--- config.mk ---
export PLATFORM = sky130hd
export DESIGN_NAME = nor_16to1
export DESIGN_NICKNAME = d
export VERILOG_FILES = /design/src/rtl/gates_pkg.sv /design/src/rtl/nor_16to1_dff_ar.sv /design/src/rtl/nor_16to1.sv
export SDC_FILE = /design/constraint.sdc
export NUM_CORES = 1
export LEC_CHECK = 0
export CORE_AREA = 3 3 40 42
export DETAILED_ROUTE_END_ITERATION = 8
export DIE_AREA = 0 0 43 45
export GPL_ROUTABILITY_DRIVEN = 0
export GPL_TIMING_DRIVEN = 0
export HOLD_SLACK_MARGIN = 0.06
export SETUP_SLACK_MARGIN = 0.4
export SLEW_MARGIN = 20
export SYNTH_ARGS = -nofsm -noshare
export SYNTH_HDL_FRONTEND = slang
export SYNTH_SLANG_ARGS = --single-unit
--- constraint.sdc ---
create_clock -name clk -period 0.85 [get_ports clk]
set_input_delay 0.1275 -clock clk [delete_from_list [all_inputs] [get_ports clk]]
set_output_delay 0.1275 -clock clk [all_outputs]
set_load 0.01 [all_outputs]
--- src/rtl/gates_pkg.sv ---
// Shared constants for the gate-level tree blocks (zero detect and friends).
`timescale 1ns/10ps
package gates_pkg;

    // Propagation delay, in ns, given to every primitive gate in the tree blocks.
    localparam real GATE_DLY = 0.05;

    localparam int WORD_W   = 16;
    localparam int NIBBLE_W = 4;
    localparam int NIBBLES  = WORD_W / NIBBLE_W;

endpackage

--- src/rtl/nor_16to1_dff_ar.sv ---
// D flip-flop with asynchronous active-low reset to 0.
`timescale 1ns/10ps
module dff_ar (
    input  logic clk,
    input  logic rst_n,
    input  logic d,
    output logic q
);

    always_ff @(posedge clk or negedge rst_n) begin
        if (!rst_n) begin
            q <= 1'b0;
        end else begin
            q <= d;
        end
    end

endmodule

--- src/rtl/nor_16to1.sv ---
// 16-bit all-zero detector: two-level NOR/AND gate tree plus a registered copy
// of the flag with a valid qualifier.
`timescale 1ns/10ps
module nor_16to1
    import gates_pkg::*;
#(
    parameter real GATE_DLY = gates_pkg::GATE_DLY
) (
    input  logic        clk,
    input  logic        rst_n,
    input  logic [15:0] in,
    input  logic        in_valid,
    output wire         zeroFlag,
    output logic        zero_q,
    output logic        valid_q
);

    wire [NIBBLES-1:0] nib_zero;
    logic              zero_d;
    logic              valid_d;

    // Each nibble NOR is 1 only when its four bits are all 0.
    for (genvar gi = 0; gi < NIBBLES; gi++) begin : g_nib
        nor #(GATE_DLY) u_nor (
            nib_zero[gi],
            in[NIBBLE_W*gi+3],
            in[NIBBLE_W*gi+2],
            in[NIBBLE_W*gi+1],
            in[NIBBLE_W*gi]
        );
    end

    and #(GATE_DLY) u_and (zeroFlag, nib_zero[0], nib_zero[1], nib_zero[2], nib_zero[3]);

    // Flag holds across idle cycles; valid only marks the cycle after a capture.
    always_comb begin
        zero_d  = zero_q;
        valid_d = in_valid;
        if (in_valid) begin
            zero_d = zeroFlag;
        end
    end

    dff_ar u_zero_ff (
        .clk   (clk),
        .rst_n (rst_n),
        .d     (zero_d),
        .q     (zero_q)
    );

    dff_ar u_valid_ff (
        .clk   (clk),
        .rst_n (rst_n),
        .d     (valid_d),
        .q     (valid_q)
    );

endmodule

==> qor.csv, run 1 <==
metric,value,unit
# fillers,144,
VDD IR max,0.364,mV
die area,1940,µm²
DR WL met2,207,µm
IO Pins,22,
post-synthesis cell count,8,
fin cells,47,
R2R Path End,u_zero_ff.q$_DFFE_PN0P_,
Slew HR,86.4,%
wire per inst,13.9,µm
outcome,"finished, violations left",
global route overflow,0,
CP peak stage delay,250,ps
critical path type,primary input to output port,
number of global-route vias before repair,196,
endpoints failing setup,2,
CTS Root Cell,clkbuf_4,
Comb power frac,22.9,%
Seq pwr share,24.8,%
share of layout cells above drive strength 1,78.1,%
CTS H-tree lvls,1,
distinct cell type count of the synthesized netlist,4,
r2r startpoint,u_zero_ff.q$_DFFE_PN0P_,
final instance area,329,µm²
"Slew Viols, Final",0,
Hold/Removal Path Class,primary input to asynchronous set/reset pin,
Final nets,53,
largest net degree at the start of global routing,3,
"Cell Area, Synth",95.1,µm²
crit path cell chain,buf_6 -> nor4_4 -> and4_1 -> buf_2,
area grow syn2layout,246,%
Port Buf Inserts,21,
failing checks,negative setup slack,
initial antenna violation count,0,
Critical Path AT,840,ps
CTS Hold Bufs,0,
CTS sink cnt,2,
Net Sw Frac,21.3,%
DR DRC count,0,
Inst Count DP,44,
Clock Path Buffers,2,
crit start category,primary input,
CTS clock-pin slew for the worst setup and hold paths,30,ps
worst skew pair latency,220,ps
fmax,1030,MHz
internal power,313,µW
overall power,398,µW
slowest cell on the critical path,nor4_4,
main combinational cell family by area after synthesis,simple AND/OR/NAND/NOR gates,
Iter 0 DRT Violations,1,
All-Layer GR Usage,8.16,%
"antenna viol nets, final",0,
sequential area share after synthesis,52.6,%
router iterations before antenna repair,2,
Num CTS Buffers,3,
CTS tree,yes,
pwr/cell area,1210,nW/µm²
Initial Utilization,7.40,%
crit path capture type,output port,
XOR/XNOR Fraction of Synth Area,0,%
via/cell ratio,3.91,
crit-path max FO,2,
Seq cells post-synth,2,
largest delay contributor family on the critical path,simple AND/OR/NAND/NOR gates,
maxcap violations,0,
"commonest non-fill, non-tap cell in the layout",buf_2,
mux contribution to synthesized area,11.8,%
Via Count,184,
final worst-path setup slack,-120,ps
highest metal used,met3,
crit share post-route,114,%
first-pass GRT wire length,972,µm
CORE AREA,1280,µm²
simple-gate area share of the yosys netlist,35.5,%
min cycle time layout,970,ps
Die X-Extent,43,µm
Post-Syn Nets,27,
Hold Fails Final Rpt,0,
fin util,25.6,%
worst clock skew,0,ps
Die Y,45,µm
synthesized area per cell,11.9,µm²
met3 routed WL,118,µm
Post-Synth Adder-Cell Area,0,%
Post-Route WL,655,µm
area post-placement,324,µm²
ANT cells,0,
Clock power frac,52.3,%
Worst Tran Pin Value,203,ps
Yosys top cell by area,dfrtp_1,
Compound-Gate Fraction of Synth Area,0,%
Leak,0.000156,µW
r2r setup slk,110,ps
RSZ-0062 raised after global routing,yes,
Setup TNS Final,-123,ps
post-synth top area share,52.6,%
"commonest non-fill, non-tap cells in the layout","buf_2, buf_6, clkbuf_4",
dominant cells by area after synthesis,"dfrtp_1, nor4_1, mux2_2",
WP data required,720,ps
cell row count,13,
sw power,84.9,µW
CP bufs+invs,2,
wire length on met1,329,µm
Reg2Reg Depth,1,
Syn. warnings,0,
sequential cells by signal, indices dropped and copies added (netlist names):
register and flops:
u_zero_ff.q 1, u_valid_ff.q 1
metrics by stage:
stage	hold WS, ps	setup slack (ps)
floorplan	-168	7.90
global placement	305	-848
detailed placement	306	-851
CTS	65.1	-103
global route	60.6	-171
finish	73.3	-120
layer usage:
| layer | vias to the layer above | global-route usage [%] |
|---|---|---|
| li1 | 85 | - |
| met1 | 80 | 10.8 |
| met2 | 19 | 7.19 |
| met3 | 0 | 9.16 |
| met4 | 0 | 3.61 |
| met5 | - | 0 |
layout make-up:
class	count	area, µm²	area share (%)
timing repair buffer	21	156	47.5
multi-input combinational	6	81.3	24.7
sequential	2	50.0	15.2
clock buffer	3	22.5	6.84
tap	15	18.8	5.70
power by group through the flow:
| stage | sequential, µW | clock (µW) | combinational [µW] |
|---|---|---|---|
| 2_1_floorplan | 101 | 0 | 3.80 |
| 3_3_place_gp | 99.9 | 0 | 99.4 |
| 3_5_place_dp | 99.9 | 0 | 98.2 |
| 4_1_cts | 98.8 | 223 | 69.4 |
| 5_1_grt | 99.3 | 242 | 96.7 |
| 6_report | 98.8 | 208 | 91.1 |
worst max-delay path by stage:
stage / start / to / slack [ps] / cells after the start
finish: in[11] / zeroFlag / -120 / 4
global route: in[11] / zeroFlag / -170 / 4
CTS: in[13] / zeroFlag / -100 / 4
detailed placement: in[7] / zeroFlag / -850 / 4
global placement: in[15] / zeroFlag / -850 / 4
floorplan: in[8] / u_zero_ff.q$_DFFE_PN0P_ / 8 / 3
repair_timing:
action,4_1_cts,5_1_grt
endpoints found under the setup margin,5,4
setup buffers,0,0
pin swaps,5,4
resized for setup,63,10
hold endpoints to repair,0,0
synth_stat cells, drive strengths merged:
| master | instances |
|---|---|
| mux2 | 1 |
| nor4 | 4 |
| dfrtp | 2 |
| and4 | 1 |
cell families (layout without fill, tap and decap cells):
group                  count (synthesis)  in the layout
buffers and inverters                  0             24
DFF                                    2              2
muxes                                  1              1
and+or+nand+nor                        5              5
No activity file was read; power rests on OpenSTA's default activity.
==> inputs of run 2 (changes only) <==
CELL_PAD_IN_SITES_DETAIL_PLACEMENT = 2   (was default)
CELL_PAD_IN_SITES_GLOBAL_PLACEMENT = 2   (was default)
PLACE_DENSITY_LB_ADDON = 0.1   (was default)
==> qor.csv, run 2 (synthesis results as in run 1) <==
metric,value,unit,change
RSZ-0062 raised after global routing,yes,,
Initial Utilization,7.40,%,unchanged
CTS tree,yes,,
failing checks,negative setup slack,,
register area,50.0,µm²,unchanged
DR DRC count,0,,unchanged
wire per inst,16.6,µm,+19%
IO Pins,22,,unchanged
CTS H-tree lvls,1,,unchanged
Num CTS Buffers,3,,unchanged
Hold Fails Final Rpt,0,,unchanged
min cycle time layout,992,ps,+21.3 ps
Via Count,190,,+3.3%
Final nets,54,,+1.9%
crit-path max FO,2,,unchanged
crit start category,primary input,,
final worst-path setup slack,-142,ps,-21.3 ps
Clock Path Buffers,2,,unchanged
global route overflow,0,,unchanged
worst skew pair latency,220,ps,about the same
endpoints failing setup,2,,unchanged
"commonest non-fill, non-tap cell in the layout",buf_2,,
Inst Count DP,44,,unchanged
area grow syn2layout,271,%,
CTS Hold Bufs,0,,unchanged
CTS Root Cell,clkbuf_4,,
cell row count,13,,unchanged
worst clock skew,0,ps,unchanged
die area,1940,µm²,unchanged
Die Y,45,µm,unchanged
CTS clock-pin slew for the worst setup and hold paths,30,ps,about the same
"Slew Viols, Final",0,,unchanged
Die X-Extent,43,µm,unchanged
CORE AREA,1280,µm²,unchanged
number of global-route vias before repair,231,,+18%
initial antenna violation count,0,,unchanged
critical path type,primary input to output port,,
crit path capture type,output port,,
Port Buf Inserts,21,,unchanged
outcome,"finished, violations left",,
Iter 0 DRT Violations,0,,-1
top flop regs,"u_valid_ff.q: 1 flops, u_zero_ff.q: 1 flops",,
Hold/Removal Path Class,primary input to asynchronous set/reset pin,,
multi-input combinational cell area,82.6,µm²,+1.5%
Leak,0.000166,µW,+6.6%
router iterations before antenna repair,1,,-1
WP data required,720,ps,about the same
maxcap violations,0,,unchanged
final hold slack,72.4,ps,-0.936 ps
Post-Route WL,796,µm,+22%
via/cell ratio,3.96,,+1.1%
fmax,1010,MHz,-2.1%
All-Layer GR Usage,8.91,%,+0.75 points
share of layout cells above drive strength 1,78.8,%,+0.66 points
# fillers,147,,+2.1%
Slew HR,86.0,%,-0.36 points
fin util,27.5,%,+1.9 points
crit share post-route,117,%,+2.5 points
largest net degree at the start of global routing,3,,unchanged
first-pass GRT wire length,1.17,mm,+20%
CTS sink cnt,2,,unchanged
ANT cells,0,,unchanged
"antenna viol nets, final",0,,unchanged
"commonest non-fill, non-tap cells in the layout","buf_2, buf_6, nor4_2, clkbuf_4",,
Critical Path AT,860,ps,+20 ps
VDD IR max,0.334,mV,-8.2%
Setup TNS Final,-153,ps,-30.0 ps
pwr/cell area,1140,nW/µm²,-6.1%
Worst Tran Pin Value,208,ps,+5.49 ps
fin cells,48,,+2.1%
-- run 2: final cells by class --
type	instances	area share, %
timing repair buffer	22	50.7
multi-input combinational	6	23.4
tap	15	5.32
sequential	2	14.2
clock buffer	3	6.38
-- run 2: routing by layer --
metal,share of wire (%),GRT usage (%),vias to the layer above
li1,-,-,86
met4,0.50,5.42,0
met3,13,7.17,2
met1,42,10.4,82
met2,45,11.1,20
met5,0,0,-
-- run 2: timing repair --
item	4_1_cts	5_1_grt
resized for setup	68	9
setup buffers	0	1
setup endpoints to repair	5	4
pin swaps	5	2
-- run 2: worst paths after layout --
check | cells after the start | slack (ps) | from | endpoint
worst max-delay path | 4 | -140 | in[0] | zeroFlag
worst min-delay path | 1 | 70 | rst_n | u_zero_ff.q$_DFFE_PN0P_
worst max register to register | 1 | 100 | u_zero_ff.q$_DFFE_PN0P_ | u_zero_ff.q$_DFFE_PN0P_
worst min register to register | 1 | 510 | u_zero_ff.q$_DFFE_PN0P_ | u_zero_ff.q$_DFFE_PN0P_
max in group asynchronous | 1 | 660 | rst_n | u_valid_ff.q$_DFF_PN0_
min in group clk | 1 | 190 | in_valid | u_valid_ff.q$_DFF_PN0_
-- run 2: critical path, cell delays in order --
cell,delay (ps)
buf_6,90
nor4_2,260
and4_1,250
buf_2,140
-- run 2: report_power, final --
part | switching, µW | total [µW] | internal, µW | leakage, µW
registers | 0.491 | 98.8 | 98.3 | 0.0000256
logic | 31.0 | 95.5 | 64.5 | 0.000127
clock network | 50.7 | 206 | 155 | 0.0000138
-- run 2: stage by stage --
step	worst slack, ps	instance area (µm²)	power [µW]
after floorplan	7.90	95.1	105
final	-142	353	401
after global routing	-231	353	425
after detailed placement	-912	324	197
after CTS	-131	315	401
after global placement	-930	324	198
